==> src/rtl/serial_adder_pkg.sv <==
// Shared definitions for the bit-serial adder/subtractor: FSM state encoding
// and the default operand width.
package serial_adder_pkg;

    localparam int WIDTH_DEFAULT = 8;

    typedef enum logic [1:0] {
        IDLE = 2'd0,
        RUN  = 2'd1,
        DONE = 2'd2
    } state_t;

endpackage

==> src/rtl/fa_cell.sv <==
// One-bit full adder; the serial adder steps this single cell across the
// operand bits, one bit per clock.
module fa_cell (
    input  logic a,
    input  logic b,
    input  logic cin,
    output logic s,
    output logic co
);

    assign s  = a ^ b ^ cin;
    assign co = (a & b) | (cin & (a ^ b));

endmodule

==> src/rtl/serial_adder.sv <==
// Bit-serial adder/subtractor with valid/ready handshakes on both sides.
// Processes one bit per cycle, LSB first, through a single full-adder cell.
module serial_adder
    import serial_adder_pkg::*;
#(
    parameter int WIDTH = WIDTH_DEFAULT
) (
    input  logic             clk,
    input  logic             rst_n,
    input  logic             in_valid,
    output logic             in_ready,
    input  logic [WIDTH-1:0] a,
    input  logic [WIDTH-1:0] b,
    input  logic             cin,
    input  logic             sub,
    output logic             out_valid,
    input  logic             out_ready,
    output logic [WIDTH-1:0] sum,
    output logic             cout,
    output logic             overflow,
    output logic             busy
);

    localparam int IW = $clog2(WIDTH);
    localparam logic [IW-1:0] LAST_INDEX = IW'(WIDTH - 1);

    state_t           state_reg;
    logic [IW-1:0]    index_reg;
    logic [WIDTH-1:0] a_reg;
    logic [WIDTH-1:0] b_reg;
    logic [WIDTH-1:0] sum_reg;
    logic             carry_reg;
    logic             cout_reg;
    logic             overflow_reg;
    logic             out_valid_reg;
    logic             busy_reg;

    logic             fa_s;
    logic             fa_co;

    fa_cell u_fa (
        .a   (a_reg[index_reg]),
        .b   (b_reg[index_reg]),
        .cin (carry_reg),
        .s   (fa_s),
        .co  (fa_co)
    );

    // Gated by rst_n so the upstream never sees a ready block while reset is held.
    assign in_ready  = rst_n && (state_reg == IDLE);
    assign out_valid = out_valid_reg;
    assign sum       = sum_reg;
    assign cout      = cout_reg;
    assign overflow  = overflow_reg;
    assign busy      = busy_reg;

    always_ff @(posedge clk) begin
        if (!rst_n) begin
            state_reg     <= IDLE;
            index_reg     <= '0;
            a_reg         <= '0;
            b_reg         <= '0;
            sum_reg       <= '0;
            carry_reg     <= 1'b0;
            cout_reg      <= 1'b0;
            overflow_reg  <= 1'b0;
            out_valid_reg <= 1'b0;
            busy_reg      <= 1'b0;
        end else begin
            case (state_reg)
                IDLE: begin
                    if (in_valid) begin
                        // Subtraction is A + ~B + 1: invert B, force carry-in high.
                        a_reg     <= a;
                        b_reg     <= sub ? ~b : b;
                        carry_reg <= sub ? 1'b1 : cin;
                        index_reg <= '0;
                        busy_reg  <= 1'b1;
                        state_reg <= RUN;
                    end
                end
                RUN: begin
                    sum_reg[index_reg] <= fa_s;
                    carry_reg          <= fa_co;
                    if (index_reg == LAST_INDEX) begin
                        // carry_reg here is the carry into the MSB.
                        cout_reg      <= fa_co;
                        overflow_reg  <= carry_reg ^ fa_co;
                        out_valid_reg <= 1'b1;
                        busy_reg      <= 1'b0;
                        state_reg     <= DONE;
                    end else begin
                        index_reg <= index_reg + 1'b1;
                    end
                end
                DONE: begin
                    if (out_ready) begin
                        out_valid_reg <= 1'b0;
                        state_reg     <= IDLE;
                    end
                end
                default: begin
                    out_valid_reg <= 1'b0;
                    busy_reg      <= 1'b0;
                    state_reg     <= IDLE;
                end
            endcase
        end
    end

endmodule

==> config.mk <==
export PLATFORM = sky130hd
export DESIGN_NAME = serial_adder
export DESIGN_NICKNAME = d
export VERILOG_FILES = /design/src/rtl/serial_adder_pkg.sv /design/src/rtl/fa_cell.sv /design/src/rtl/serial_adder.sv
export SDC_FILE = /design/constraint.sdc
export NUM_CORES = 1
export LEC_CHECK = 0
export BUFFER_PORTS_ARGS = -buffer_cell sky130_fd_sc_hd__buf_2
export CAP_MARGIN = 25
export CORE_UTILIZATION = 45
export DETAILED_ROUTE_END_ITERATION = 8
export PLACE_DENSITY = 0.78
export SYNTH_ARGS = -nofsm -noshare
export SYNTH_HDL_FRONTEND = slang
export SYNTH_SLANG_ARGS = --single-unit
==> constraint.sdc <==
create_clock -name clk -period 2.7 [get_ports clk]
set_input_delay 0.27 -clock clk [delete_from_list [all_inputs] [get_ports clk]]
set_output_delay 0.27 -clock clk [all_outputs]
set_load 0.005 [all_outputs]
==> run_results.csv, run 1 <==
group,metric,value,unit
synthesis,synth.net_count,193,
synthesis,synth_largest_area_cell,"dfxtp_1",
critical_path,path_cells,"mux4_1, mux2_2, fa_1, nand2_1, o41ai_1",
finish,mostFrequentLayoutCells,"nand2_1 (41), dfxtp_1 (34), buf_2 (34)",
route,routed_wire_length_per_instance,11.6,µm
place,place_area,1800,µm²
critical_path,r2r_slack,0.22,ns
critical_path,endpoint,"sum[1]$_SDFFE_PN0P_",
critical_path,slowest_delay,0.60,ns
critical_path,worst_r2r_endpoint,"sum[1]$_SDFFE_PN0P_",
timing,report.final.setup_viol,0,
power,power.ir.vdd_worst,0.322,mV
hold_path,hold_path_class,"in -> reg",
finish,area_growth_syn_to_layout,14.2,%
timing,worst_clock_skew_on_the_final_layout,0.00802,ns
grt,grt.overflow.total,0,
route,route.detailed.vias_per_inst,5.06,
floorplanning,die_h,62.2,µm
timing,rsz0062_at_grt,"no",
synthesis,post_synth_num_cell_types,35,
synthesis,netlist_area_pre_place,1630,µm²
critical_path,worstReg2RegStart,"index_reg[0]$_SDFFE_PN0P_",
finish,layout.cells.most_common,"nand2_1",
synthesis,postSynthAreaPerCell,9.70,µm²
clocking,path_clk_slew,0.10,ns
critical_path,category_of_the_most_critical_setup_path,"reg -> reg",
clocking,cts_resized,0,
critical_path,worstSetupEndpointType,"register",
timing,finalSetupTns,0,ns
floorplanning,io_pins,35,
critical_path,critical_path_required,2.93,ns
synthesis,ys_ff_latch,34,
synthesis,ys_top_cells_by_area,"dfxtp_1 (42%), nand2_1 (9.4%), mux2i_1 (4.9%)",
floorplanning,initial_standard_cell_utilization_of_the_core,48.1,%
place,dp.final_hpwl,1.98,mm
run,max_cap_violations,0,
place,routabilityCongestion,0.743,
critical_path,crit_fanout,9,
synthesis,postSynthCellCount,168,
critical_path,timing.critical_path.arrival,2.72,ns
synthesis,compound_gate_portion_of_the_synthesized_area,15.5,%
clocking,htree_levels,2,
floorplanning,core,3390,µm²
grt,grt.busiest_layer,"met2",
timing,final_hold_viol_count,0,
critical_path,ff2ff_path_depth,5,
clocking,cts_inserted_buffers,5,
synthesis,synth_xor_area_share,4.84,%
finish,nNetsFinal,222,
route,number_of_drc_violations_after_detailed_routing_iteration_0,71,
clocking,post_cts.repair.setup_buffers,0,
grt,grt_met3_use,4.60,%
synthesis,synth.yosys.seq_area_share,41.8,%
synthesis,post-synth-top-area-fraction,41.8,%
route,drc_errors,0,
synthesis,yosys-mux-area-fraction,12.3,%
grt,grtUsageMet2,26.1,%
grt,globalRouteMet1Util,20.6,%
timing,fin_crit_sh,92.0,%
route,route.vias.total,1234,
grt,antenna_violations_before_repair,0,
finish,stdcell_area,1860,µm²
floorplanning,placementRows,21,
clocking,number_of_clock_sinks,34,
synthesis,number_of_synthesized_flops_with_an_enable_pin,0,
place,placement.io_buffers,34,
power,power_leakage,0.861,nW
synthesis,synthSimpleGateAreaFrac,18.7,%
synthesis,async_reset_ff_share,0,%
timing,time_the_final_worst_path_needs_with_i_o_delays_and_setup,2.48,ns
critical_path,worst_setup_path_startpoint,"index_reg[0]$_SDFFE_PN0P_",
grt,first_pass_grt_wire_length,5.04,mm
clocking,clockBufferDepth,2,
clocking,tritoncts,"built",
finish,antenna_cell_count,0,
synthesis,synth-adder-area-share,2.76,%
clocking,cts_root_buf,"clkbuf_4",
route,postRouteAntennaNets,0,
floorplanning,fp.dieArea,3860,µm²
floorplanning,floorplan.die.width,62.2,µm
run_status,outcome,"finished, final reports clean",
critical_path,worstSetupStartpointType,"register",
timing,slew_viol_final,0,
critical_path,critPathSlowestCell,"mux4_1",
route,detail_route.wirelength,2.84,mm
grt,maximum_number_of_pins_on_one_net_before_global_route_repair,40,
clocking,clock_insertion_delay_worst_skew,0.33,ns
power,power_per_cell_area,523,nW/µm²
clocking,cts-hold-fix-buffers,0,
timing,max-slew-margin-rel,61.2,%
synthesis,synth-warning-count,0,
synthesis,synthFlopType,"dfxtp_1",
finish,share_of_layout_cells_above_drive_strength_1,24.7,%
timing,achievable-frequency,0.402,GHz
grt,first_global_vias,1128,
grt,grt_usage,16.6,%
timing,tightest_slew,0.582,ns
route,drt_pass1_iterations,4,
synthesis,synth_top_family_by_area,"simple AND/OR/NAND/NOR gates",
==> routing by layer <==
| layer | up-vias | routed length [µm] |
|---|---|---|
| met4 | 0 | 75 |
| met5 | - | 0 |
| met2 | 25 | 1300 |
| met3 | 6 | 107 |
| li1 | 644 | - |
| met1 | 559 | 1350 |
==> worst min-delay path by stage <==
stage                   startpoint               endpoint  slack [ns]  cells past startpoint
2_1_floorplan                 a[3]  a_reg[3]$_SDFFE_PN0P_        0.41                      2
3_3_place_gp   sum[3]$_SDFFE_PN0P_    sum[3]$_SDFFE_PN0P_        0.44                      2
3_5_place_dp   sum[3]$_SDFFE_PN0P_    sum[3]$_SDFFE_PN0P_        0.45                      2
4_1_cts                       a[1]  a_reg[1]$_SDFFE_PN0P_        0.17                      3
5_1_grt                       a[2]  a_reg[2]$_SDFFE_PN0P_        0.18                      3
6_report                      a[1]  a_reg[1]$_SDFFE_PN0P_        0.17                      3
==> worst max-delay path: cells and delay by family, from the launching register on <==
family / cells / cell delay [ns]
multiplexers: 2 / 0.89
flip-flops: 1 / 0.57
adder cells (fa/ha/maj): 1 / 0.49
AO/OA/AOI/OAI: 1 / 0.27
AND/OR/NAND/NOR: 1 / 0.16
==> power breakdown <==
group	total, mW	internal (mW)	switching, mW
registers	0.550	0.528	0.0224
logic	0.135	0.0706	0.0639
clock network	0.288	0.126	0.162
==> synth_stat cells, types with 2 or more instances <==
| cell type | number |
|---|---|
| nand2_1 | 41 |
| nor2_1 | 3 |
| mux2i_1 | 8 |
| xnor2_1 | 8 |
| mux4_2 | 2 |
| nor3b_2 | 2 |
| a21boi_0 | 10 |
| ha_1 | 2 |
| nor2b_1 | 4 |
| nand3b_1 | 4 |
| a21oi_1 | 2 |
| o211a_1 | 8 |
| clkbuf_1 | 6 |
| mux2_2 | 2 |
| nor3b_1 | 4 |
| o22ai_1 | 3 |
| buf_2 | 6 |
| mux4_1 | 2 |
| dfxtp_1 | 34 |
| o21ai_0 | 2 |
==> stage by stage <==
step | total power [mW] | utilization, % | std cells | hold WS (ns) | setup WS (ns)
after floorplan | 0.660 | - | 168 | 0.415 | 0.502
after global placement | 0.696 | 53.1 | 236 | 0.444 | 0.267
after detailed placement | 0.700 | 53.1 | 236 | 0.454 | 0.181
after CTS | 0.984 | 54.9 | 244 | 0.168 | 0.181
after global routing | 1.03 | 54.9 | 244 | 0.176 | 0.0140
final | 0.972 | 54.9 | 244 | 0.173 | 0.215
==> cell type report <==
type                    instances  area [µm²]
fillers                       304        1530
clock buffers                   7        55.1
clock inverters                 1        5.00
well taps                      46        57.6
multi-input cells             120         881
repair buffers                 35         178
inverters                       1        3.75
flip-flops and latches         34         681
==> cells by family (layout without fill, tap and decap cells) <==
family                     count (synthesis)  in the layout
adders and majority gates                  3              3
buffers and inverters                     14             44
muxes                                     14             14
AOI/OAI and AO/OA                         32             32
xor gates and xnor gates                   9              9
DFF                                       34             34
and+or+nand+nor                           62             62
Note: power is estimated with default switching activity, not from simulation.
==> inputs of run 2 (changes only) <==
--- a/config.mk
+++ b/config.mk
@@ -5,6 +5,7 @@
 export SDC_FILE = /design/constraint.sdc
 export NUM_CORES = 1
 export LEC_CHECK = 0
+export ABC_AREA = 1
 export BUFFER_PORTS_ARGS = -buffer_cell sky130_fd_sc_hd__buf_2
 export CAP_MARGIN = 25
 export CORE_UTILIZATION = 45
==> run 2 against run 1 <==
  * First-iteration DRC count down 1.4%
  * Largest power group unchanged
  * Largest cell class unchanged
  * Area after synthesis is 4.8% higher
  * Highest routed layer unchanged
  * Maximum frequency up 22%
  * Sequential share of layout area down 2.6 points
  * Count of clock-buffer cells in the layout fell by 2
  * Global-route usage is 0.83 points higher
  * Combinational power rose by 48%
==> run_results.csv, run 2 <==
group,metric,value,unit
synthesis,post-synth-top-area-fraction,39.9,%
synthesis,synth-warning-count,0,
clocking,tritoncts,"built",
synthesis,synth.net_count,282,
route,routed_wire_length_per_instance,9.63,µm
clocking,cts_root_buf,"clkbuf_8",
floorplanning,core,3660,µm²
synthesis,synth.most_common_cell,"nor2_1",
timing,worst_clock_skew_on_the_final_layout,0.00562,ns
synthesis,ys_ff_latch,34,
synthesis,synth.yosys.seq_area_share,39.9,%
critical_path,worstSetupStartpointType,"register",
route,drt_pass1_iterations,4,
clocking,cts_inserted_buffers,5,
route,drc_errors,0,
grt,antenna_violations_before_repair,0,
synthesis,ys_top_cells_by_area,"dfxtp_1 (40%), nor2_1 (15%), nand2_1 (12%)",
critical_path,timing.critical_path.arrival,2.21,ns
synthesis,post_synth_num_cell_types,26,
timing,achievable-frequency,0.491,GHz
route,detail_route.wirelength,3.28,mm
timing,max-slew-margin-rel,66.6,%
route,wl_met3,150,µm
critical_path,ff2ff_path_depth,9,
synthesis,synthFlopType,"dfxtp_1",
place,routabilityCongestion,0.818,
floorplanning,floorplan.die.width,63.6,µm
timing,time_the_final_worst_path_needs_with_i_o_delays_and_setup,2.04,ns
route,route.detailed.vias_per_inst,4.59,
route,number_of_drc_violations_after_detailed_routing_iteration_0,70,
clocking,post_cts.repair.setup_buffers,0,
power,power_per_cell_area,603,nW/µm²
hold_path,hold_depth,3,
hold_path,hold_path_class,"in -> reg",
floorplanning,io_pins,35,
synthesis,number_of_synthesized_flops_with_an_enable_pin,0,
place,dp.final_hpwl,2.39,mm
grt,first_pass_grt_wire_length,5.49,mm
finish,area_growth_syn_to_layout,17.5,%
critical_path,category_of_the_most_critical_setup_path,"reg -> reg",
timing,tightest_slew,0.502,ns
timing,fin_crit_sh,75.4,%
floorplanning,initial_standard_cell_utilization_of_the_core,46.6,%
clocking,htree_levels,2,
clocking,path_clk_slew,0.07,ns
grt,first_global_vias,1313,
power,power_leakage,1.00,nW
grt,grt_usage,17.4,%
route,routedLengthMet1,1.66,mm
place,placement.io_buffers,34,
finish,antenna_cell_count,0,
route,route.top_layer_used,"met4",
timing,finalSetupTns,0,ns
clocking,cts_resized,0,
synthesis,synth_largest_area_cell,"dfxtp_1",
finish,layout.cells.most_common,"nor2_1",
route,route.vias.total,1561,
floorplanning,die_h,63.6,µm
critical_path,worstSetupEndpointType,"register",
finish,mostFrequentLayoutCells,"nor2_1 (66), nand2_1 (56), dfxtp_1 (34), buf_2 (34), inv_1 (32)",
critical_path,crit_fanout,8,
clocking,cts-hold-fix-buffers,0,
synthesis,postSynthAreaPerCell,6.64,µm²
power,power.ir.vdd_worst,0.294,mV
clocking,clockBufferDepth,2,
synthesis,synth_commonest_cells,"nor2_1 (66), nand2_1 (56), dfxtp_1 (34)",
run_status,outcome,"finished, final reports clean",
route,postRouteAntennaNets,0,
synthesis,async_reset_ff_share,0,%
floorplanning,fp.dieArea,4040,µm²
synthesis,postSynthCellCount,257,
place,post-place-ws,0.694,ns
floorplanning,placementRows,22,
critical_path,critical_path_required,2.88,ns
timing,slew_viol_final,0,
grt,grt.overflow.total,0,
grt,maximum_number_of_pins_on_one_net_before_global_route_repair,32,
route,met2RoutedLength,1.42,mm
synthesis,netlist_area_pre_place,1710,µm²
timing,final_hold_viol_count,0,
timing,rsz0062_at_grt,"no",
clocking,clock_insertion_delay_worst_skew,0.29,ns
finish,share_of_layout_cells_above_drive_strength_1,17.1,%
clocking,number_of_clock_sinks,34,
timing,report.final.setup_viol,0,
run,max_cap_violations,0,
timing,layout_setup_ws,0.664,ns
finish,nNetsFinal,316,
==> run 2: through the flow <==
stage | cells | total power, mW | util, % | hold slack, ns | instance area [µm²]
after floorplan | 257 | 0.718 | - | 0.416 | 1710
after global placement | 332 | 0.765 | 51.8 | 0.450 | 1900
after detailed placement | 332 | 0.768 | 51.8 | 0.460 | 1900
after CTS | 340 | 1.22 | 54.8 | 0.214 | 2010
after global routing | 340 | 1.27 | 54.8 | 0.221 | 2010
final | 340 | 1.21 | 54.8 | 0.215 | 2010
==> run 2: cell families (layout without fill, tap and decap cells) <==
family,Yosys count,in the layout,share of synthesized area (%)
AND/OR/NAND/NOR,147,147,35.7
buffers and inverters,42,77,10.4
flip-flops,34,34,39.9
AO/OA/AOI/OAI,22,22,6.74
XOR/XNOR,9,9,4.62
adder cells (fa/ha/maj),3,3,2.64
==> run 2: final cells by class <==
| cell class | instances | area, µm² |
|---|---|---|
| fillers | 411 | 1660 |
| flip-flops and latches | 34 | 681 |
| inverters | 34 | 130 |
| well taps | 48 | 60.1 |
| clock buffers | 5 | 68.8 |
| repair buffers | 35 | 178 |
| clock inverters | 3 | 40.0 |
| multi-input cells | 181 | 848 |
==> run 2: path summary, 6_finish.rpt <==
path	slack, ns	endpoint	startpoint
max	0.66	sum[6]$_SDFFE_PN0P_	index_reg[2]$_SDFFE_PN0P_
min	0.21	a_reg[4]$_SDFFE_PN0P_	a[4]
max reg2reg	0.66	sum[6]$_SDFFE_PN0P_	index_reg[2]$_SDFFE_PN0P_
min reg2reg	0.47	busy$_SDFFE_PN0P_	busy$_SDFFE_PN0P_
==> run 2: power by group <==
part / total (mW) / internal [mW] / leakage, nW / switching [mW]
Clock: 0.452 / 0.271 / 0.0579 / 0.180
Sequential: 0.557 / 0.533 / 0.279 / 0.0234
Combinational: 0.200 / 0.0778 / 0.664 / 0.122
==> run 2: metal layers <==
layer  vias to the layer above  GRT usage [%]
met5                         -              0
met4                         0           5.97
met3                         6           6.16
met2                        28           27.9
met1                       679           21.4
li1                        848              -
==> run 2: worst max-delay path, cell delays in order (launching register included) <==
cell and delay [ns]:
dfxtp_1 0.42, inv_1 0.10, nor2_1 0.29, nand3_1 0.14, nand4_1 0.14, fa_1 0.42
inv_1 0.20, nand3_1 0.11, nand2_1 0.07, nor2_1 0.04
